===== config.mk =====
export PLATFORM = sky130hd
export DESIGN_NAME = mem_access_unit
export DESIGN_NICKNAME = d
export VERILOG_FILES = /design/src/rtl/mau_pkg.sv /design/src/rtl/byte_lane_merge.sv /design/src/rtl/mem_access_unit.sv
export SDC_FILE = /design/constraint.sdc
export NUM_CORES = 1
export LEC_CHECK = 0
export CAP_MARGIN = 10
export CORE_MARGIN = 1.5
export CORE_UTILIZATION = 45
export DETAILED_ROUTE_END_ITERATION = 16
export PLACE_DENSITY = 0.85
export REMOVE_ABC_BUFFERS = 1
export SYNTH_ARGS = -nofsm -noshare
export SYNTH_HDL_FRONTEND = slang
export SYNTH_HIERARCHICAL = 1
export SYNTH_SLANG_ARGS = --single-unit

===== constraint.sdc =====
create_clock -name clock -period 3.3 [get_ports clock]
set_input_delay 0.495 -clock clock [delete_from_list [all_inputs] [get_ports clock]]
set_output_delay 0.495 -clock clock [all_outputs]
set_load 0.1 [all_outputs]

===== src/rtl/mau_pkg.sv =====
// Shared types for the memory access unit: FSM state encoding, access size codes
// and the alignment rule used to abort an access before it reaches memory.
// Latency: n/a (types and a pure function only). Backpressure: n/a.
package mau_pkg;

  typedef enum logic [2:0] {
    IDLE     = 3'd0,
    RD_ISSUE = 3'd1,
    RD_WAIT  = 3'd2,
    WRITE    = 3'd3,
    DONE     = 3'd4,
    ERR      = 3'd5
  } state_t;

  localparam logic [1:0] SZ_WORD = 2'd0;
  localparam logic [1:0] SZ_HALF = 2'd1;
  localparam logic [1:0] SZ_BYTE = 2'd2;

  // Reserved size, odd halfword address or non-word-aligned word address.
  function automatic logic is_misaligned(input logic [1:0] size, input logic [1:0] off);
    logic bad;
    bad = 1'b0;
    case (size)
      SZ_WORD: bad = (off != 2'b00);
      SZ_HALF: bad = off[0];
      SZ_BYTE: bad = 1'b0;
      default: bad = 1'b1;
    endcase
    return bad;
  endfunction

endpackage


===== src/rtl/byte_lane_merge.sv =====
// Little-endian lane handling: extracts/extends a load lane from a word and
// inserts a store lane into a word. Latency: combinational. Backpressure: none.
// Ports: size/sign_ext/off select the lane; word is the memory word; wdata is the
// right-justified store data; load_data is the extended lane; store_data the merged word.
module byte_lane_merge
  import mau_pkg::*;
(
  input  logic [1:0]  size,
  input  logic        sign_ext,
  input  logic [1:0]  off,
  input  logic [31:0] word,
  input  logic [31:0] wdata,
  output logic [31:0] load_data,
  output logic [31:0] store_data
);

  logic [7:0]  lane_b;
  logic [15:0] lane_h;

  always_comb begin
    lane_b     = word[{off, 3'b000} +: 8];
    lane_h     = off[1] ? word[31:16] : word[15:0];
    load_data  = word;
    store_data = wdata;
    case (size)
      SZ_BYTE: begin
        load_data  = {{24{sign_ext & lane_b[7]}}, lane_b};
        store_data = word;
        store_data[{off, 3'b000} +: 8] = wdata[7:0];
      end
      SZ_HALF: begin
        load_data  = {{16{sign_ext & lane_h[15]}}, lane_h};
        store_data = word;
        if (off[1]) store_data[31:16] = wdata[15:0];
        else        store_data[15:0]  = wdata[15:0];
      end
      default: begin
        load_data  = word;
        store_data = wdata;
      end
    endcase
  end

endmodule


===== src/rtl/mem_access_unit.sv =====
// Load/store unit: one access at a time, sub-word stores done as read-modify-write.
// Latency req->done: load 3, word store 2, sub-word store 4, misaligned 1 cycle.
// Backpressure: req is only sampled in IDLE; busy is high otherwise and req is ignored.
// Ports: clock/reset (async active-low); req/wr/size/sign_ext/addr/wdata request;
// busy/done/misaligned/rdata status; mem_addr/mem_wr/mem_wdata/mem_rdata memory side.
module mem_access_unit
  import mau_pkg::*;
(
  input  logic        clock,
  input  logic        reset,
  input  logic        req,
  input  logic        wr,
  input  logic [1:0]  size,
  input  logic        sign_ext,
  input  logic [31:0] addr,
  input  logic [31:0] wdata,
  output logic        busy,
  output logic        done,
  output logic        misaligned,
  output logic [31:0] rdata,
  output logic [31:0] mem_addr,
  output logic        mem_wr,
  output logic [31:0] mem_wdata,
  input  logic [31:0] mem_rdata
);

  state_t      state, state_nxt;
  logic        op_wr;
  logic [1:0]  op_size;
  logic        op_sx;
  logic [1:0]  op_off;
  logic [31:0] op_wdata;
  logic [31:0] rd_word;
  logic        accept;
  logic        req_bad;
  logic [31:0] lane_word;
  logic [31:0] load_data;
  logic [31:0] store_data;

  assign accept  = (state == IDLE) && req;
  assign req_bad = is_misaligned(size, addr[1:0]);

  // Merge against the live read data while it is valid; extract from the
  // captured copy once the access has moved on to DONE.
  assign lane_word = (state == RD_WAIT) ? mem_rdata : rd_word;

  byte_lane_merge u_lane (
    .size       (op_size),
    .sign_ext   (op_sx),
    .off        (op_off),
    .word       (lane_word),
    .wdata      (op_wdata),
    .load_data  (load_data),
    .store_data (store_data)
  );

  always_ff @(posedge clock or negedge reset) begin
    if (!reset) begin
      state     <= IDLE;
      op_wr     <= 1'b0;
      op_size   <= SZ_WORD;
      op_sx     <= 1'b0;
      op_off    <= 2'b00;
      op_wdata  <= '0;
      rd_word   <= '0;
      rdata     <= '0;
      mem_addr  <= '0;
      mem_wdata <= '0;
    end else begin
      state <= state_nxt;
      if (accept) begin
        op_wr    <= wr;
        op_size  <= size;
        op_sx    <= sign_ext;
        op_off   <= addr[1:0];
        op_wdata <= wdata;
        mem_addr <= {addr[31:2], 2'b00};
        // Word stores skip the read, so the write word is ready immediately.
        if (wr && size == SZ_WORD && !req_bad) mem_wdata <= wdata;
      end
      if (state == RD_WAIT) begin
        rd_word <= mem_rdata;
        if (op_wr) mem_wdata <= store_data;
      end
      if (state == DONE && !op_wr) rdata <= load_data;
    end
  end

  always_comb begin
    state_nxt  = state;
    busy       = (state != IDLE);
    done       = 1'b0;
    misaligned = 1'b0;
    mem_wr     = 1'b0;
    case (state)
      IDLE: begin
        if (req) begin
          if (req_bad)                    state_nxt = ERR;
          else if (wr && size == SZ_WORD) state_nxt = WRITE;
          else                            state_nxt = RD_ISSUE;
        end
      end
      RD_ISSUE: state_nxt = RD_WAIT;
      RD_WAIT:  state_nxt = op_wr ? WRITE : DONE;
      WRITE: begin
        mem_wr    = 1'b1;
        state_nxt = DONE;
      end
      DONE: begin
        done      = 1'b1;
        state_nxt = IDLE;
      end
      ERR: begin
        done       = 1'b1;
        misaligned = 1'b1;
        state_nxt  = IDLE;
      end
      default: state_nxt = IDLE;
    endcase
  end

endmodule


## Word-level counts from Yosys, hierarchy flattened

Cells that the tools add are included.

- Flip-flop bits (word level): 167
- Bits of input ports: 103

- $add $sub $neg: 1
- Shift operators: 3
- Muxes and demuxes: 20
- Reduce and logical (&&, ||, !) cells: 11
- Bitwise operators: 2
- Eq/ne operators: 10

Operator list:

| operator | count |
|---|---|
| 32-bit 2-to-1 mux | 5 |
| 32-bit case mux with 2 select lines | 2 |
| 16-bit 2-to-1 mux | 3 |
| 32-bit bitwise mux | 1 |
| 8-bit by 7-bit variable shift with 32-bit output, first input constant | 1 |
| 32-bit by 6-bit indexed part select with 8-bit output | 1 |
| 8-bit by 7-bit indexed part select with 32-bit output | 1 |
| 3-bit case mux with 4 select lines | 1 |
| 3-bit 2-to-1 mux | 3 |
| 5-bit negator with 7-bit output | 1 |
| 3-bit by 2-bit equality test with 1-bit output, second input constant | 2 |
| 3-bit equality test, second input constant | 2 |
| 2-bit by 1-bit equality test with 1-bit output, second input constant | 2 |
| 2-bit equality test, second input constant | 2 |
| 1-bit logical AND | 4 |
| 3-bit by 1-bit equality test with 1-bit output, second input constant | 1 |
| 3-bit logical NOT | 1 |
| 1-bit 2-to-1 mux | 3 |
| 1-bit case mux with 3 select lines | 1 |
| 3-bit nonzero test | 1 |
| 1-bit AND | 2 |
| 1-bit logical NOT | 2 |
| 2-bit logical NOT | 1 |
| 2-bit 2-to-1 mux | 1 |
| other kinds (3) | 3 |

## Longest topological paths before layout

- Depth after elaboration: 8
- Gate-level depth with buffers: 11

## Modules after synthesis

Netlist, hierarchy kept.

Modules (own cells, without submodules):

| module | area an instance (um^2) | seq. area each (um^2) | cells each | instances |
|---|---|---|---|---|
| mem_access_unit | 6,611.3 | 4,179.0 | 626 | 1 |
| byte_lane_merge | 1,602.8 | 0.0 | 225 | 1 |

## Least setup slack after synthesis

Ideal clock, no wire load.

- Path kind: register to output
- Start point: register state[2]
- End point: output misaligned
- Path slack: -0.050 ns
- Cell stages (with the launch flop): 4
- Data required time: 2.805 ns
- Arrival time: 2.855 ns
- Path through: dfrtp_1 > buf_2 > nor2b_1 > and2_1

- Longest elaborated chain between the ends: 2

RTL lines:

| item | line | text |
|---|---|---|
| from (decl) | mem_access_unit.sv:27 | `state_t state, state_nxt;` |
| from (signal assigned) | mem_access_unit.sv:70 | `state <= state_nxt;` |
| 3-bit equality test | mem_access_unit.sv:95 | `case (state)` |
| 1-bit 2-to-1 mux | mem_access_unit.sv:95 |  |
| to (decl) | mem_access_unit.sv:19 | `output logic misaligned,` |

Every way passes these cells.

## Worst setup path after layout

- Start point: register state[0]
- End point: register rdata[6]

- Longest elaborated chain between the ends: 4

RTL lines:

| item | line | text |
|---|---|---|
| 3-bit by 2-bit equality test with 1-bit output | mem_access_unit.sv:45 | `assign lane_word = (state == RD_WAIT) ? mem_rdata : rd_word;` |
| 32-bit 2-to-1 mux | n/a |  |
| named net lane_word[30] | mem_access_unit.sv:36 | `logic [31:0] lane_word;` |
| 32-bit by 6-bit indexed part select with 8-bit output | byte_lane_merge.sv:21 | `lane_b = word[{off, 3'b000} +: 8];` |
| 32-bit case mux with 2 select lines | byte_lane_merge.sv:25 | `case (size)` |
| named net load_data[6] | mem_access_unit.sv:37 | `logic [31:0] load_data;` |
| to (signal assigned) | mem_access_unit.sv:85 | `if (state == DONE && !op_wr) rdata <= load_data;` |
| to (decl) | mem_access_unit.sv:20 | `output logic [31:0] rdata,` |

The timed path passes the listed nets, and every way through them passes these cells.
A chain may end at the register's enable or synchronous reset.

==> impl_metrics.toml <==
[placed_design]
numPortBuffers = 200
gp_congestion = 0.926
placed_area_um2 = 10300
place_hpwl_um = 16400

[global_routing]
grt_pass1_vias = 7095
grt_first_pass_wirelength_um = 38200
grt.total_usage_pct = 24.9
grt_antenna_before_repair = 0
overflow = 0
grt_max_degree = 90

[critical_path]
critical_path.startpoint_type = "register"
ff2ff_path_depth = 8
crit_top_cell = "mux2_2"
worstPathRequired_ns = 3.62
path_class = "register to register"
cp_top_family = "multiplexers"
crit_buf_inv = 1
worstSetupEndpointType = "register"
cp-startpoint = "state[0]"
cp-endpoint = "rdata[6]"
critical_path_depth = 8
crit_arrival_ns = 3.15
reg2reg_to = "rdata[6]"
crit_chain = "nor3b_4, buf_12, mux2_2, mux2_2, a22o_1, a22oi_1, o2bb2ai_1, mux2_2"
crit_slowest_cell = "nor3b_4"
max_stage_delay_ns = 0.56
critPathMaxFanout = 24
r2r_slack_ns = 0.47
r2r_start = "state[0]"

[cts]
post_cts_buffers = 0
cts.sinks = 167
insertion_delay_ns = 0.43
htreeDepth = 4
cts_hold_buf = 0
clockBufferDepth = 2
ctsResizeCount = 0
cts_root_buf = "clkbuf_16"
clkTransAtPathRegs_ns = 0.07
tritoncts = "done"
numCtsBuffers = 17

[drt]
via_per_inst = 5.54
drc_errors = 0
wire_per_inst_um = 18.4
wl_um = 23400
drt_iter0_markers = 634
drt_pass1_iterations = 8
vias = 7053
ant_nets = 0

[final_layout]
fin_nets = 1141
final_core_util_pct = 60.8
diodes = 0
fillCellCount = 1494
area_growth_pct = 32.5
design_area_um2 = 10900
drive_gt1_share_pct = 13.9

[job]
maxCapViolations = 0

[outcome]
outcome = "finished, final reports clean"

[yosys]
synth_area_um2 = 8210
synthCells = 851
synth_xor_area_share_pct = 0
synth_top_area_share_pct = 50.9
synth.area.mux_share_pct = 10.9
synth-simple-area-share_pct = 19.7
synthTopCellsByArea = "dfrtp_1 (51%), nand2_1 (14%), mux2_2 (8.2%), a31oi_1 (2.7%), a22o_1 (1.7%)"
yosys_register_bits = 167
synthTopCellsByCount = "nand2_1 (299), dfrtp_1 (167), mux2_2 (60)"
synth_ff_type = "dfrtp_1"
yosysSeqAreaShare_pct = 50.9
synth_top_family_by_area = "simple AND/OR/NAND/NOR gates"
synth_compound_area_share_pct = 13.1
synth_cell_types = 50
ys_async_sr_fraction_pct = 100
synth_edf_count = 0
synthAdderAreaFrac_pct = 1.07
ys_warn_count = 6
yosysMostFrequentCell = "nand2_1"
synth.avg_cell_area_um2 = 9.65
yosysTopAreaCell = "dfrtp_1"

[sta]
rsz0062_at_grt = "no"
slew-limit-headroom_pct = 29.9
fin_worst_skew_ns = 0.0114
max_freq_mhz = 353
hold_viol = 0
finalCritPeriodShare_pct = 85.8
worst_pin_slew_ns = 1.05
slew_viol_final = 0
setup_viol = 0
finalCriticalPeriod_ns = 2.83

[floorplan]
ioPinCount = 203
die_h_um = 138
start_util_pct = 45.9
die_w_um = 138
core_um2 = 17900
die-area_um2 = 19100
rows = 49

[min_path]
min_path_type = "input pin to async pin"
## worst min path at each step
| stage | to | slack, ns | cells after the start |
|---|---|---|---|
| floorplan | mem_addr[10] | 0.20 | 0 |
| global placement | mem_addr[21] | 0.46 | 2 |
| detailed placement | op_wdata[27] | 0.46 | 2 |
| CTS | mem_addr[3] | 0.16 | 1 |
| global route | mem_addr[25] | 0.19 | 1 |
| finish | mem_addr[3] | 0.12 | 1 |
## kinds of logic (layout without fill, tap and decap cells)
| logic type | Yosys count | in the layout |
|---|---|---|
| multiplexers | 80 | 80 |
| flip-flops | 167 | 167 |
| other | 1 | 2 |
| AO/OA/AOI/OAI | 143 | 143 |
| adder cells (fa/ha/maj) | 7 | 7 |
| AND/OR/NAND/NOR | 379 | 379 |
| buffers and inverters | 74 | 266 |
## registers in the layout, indices dropped and copies added, names as in the netlist
| name | count |
|---|---|
| op_wdata | 32 |
| op_wr | 1 |
| op_off | 2 |
| rd_word | 32 |
| rdata | 32 |
| op_size | 2 |
| mem_wdata | 32 |
| state | 3 |
| op_sx | 1 |
| mem_addr | 30 |
## metal layers
metal	GRT usage [%]	vias up	routed length (um)
met5	0	-	0
met4	10.7	0	753
met1	32.3	3384	9650
met3	7.27	61	2100
li1	-	3267	-
met2	38.9	341	10900
## layout make-up
class	instances	area (um^2)	share of cell area, %
inverter	15	56.3	0.517
sequential	167	4180	38.4
clock buffer	18	429	3.94
clock inverter	14	116	1.07
multi-input combinational	611	3700	34.0
tap	229	287	2.63
timing repair buffer	219	2120	19.4
## metrics by stage
stage               std cells  setup slack, ns  hold WS [ns]  TNS [ns]
floorplan                 793           -0.571         0.199    -21.95
global placement         1241            0.536         0.457         0
detailed placement       1241            0.467         0.463         0
CTS                      1273            0.469         0.158         0
global route             1273            0.290         0.192         0
finish                   1273            0.468         0.117         0
## placed cells by master, fill, tap and decap left out, types with 16 or more instances in the layout
cell type          n
a21o_1            17
a22o_1            16
a31oi_1           35
buf_4             39
clkbuf_16         17
clkdlybuf4s50_1  177
dfrtp_1          167
mux2_2            60
nand2_1          299
nor2_1            35
## worst reg2reg max path, delay by kind of cell, from the launching register on
kind | cells | cell delay [ns]
simple gates | 1 | 0.56
compound gates | 3 | 0.42
buf+inv | 1 | 0.26
flops | 1 | 0.51
mux | 3 | 0.96
Power is left out: the tool's default activity adds up to more than one toggle a clock period on the data nets, which glitch-free logic cannot reach.
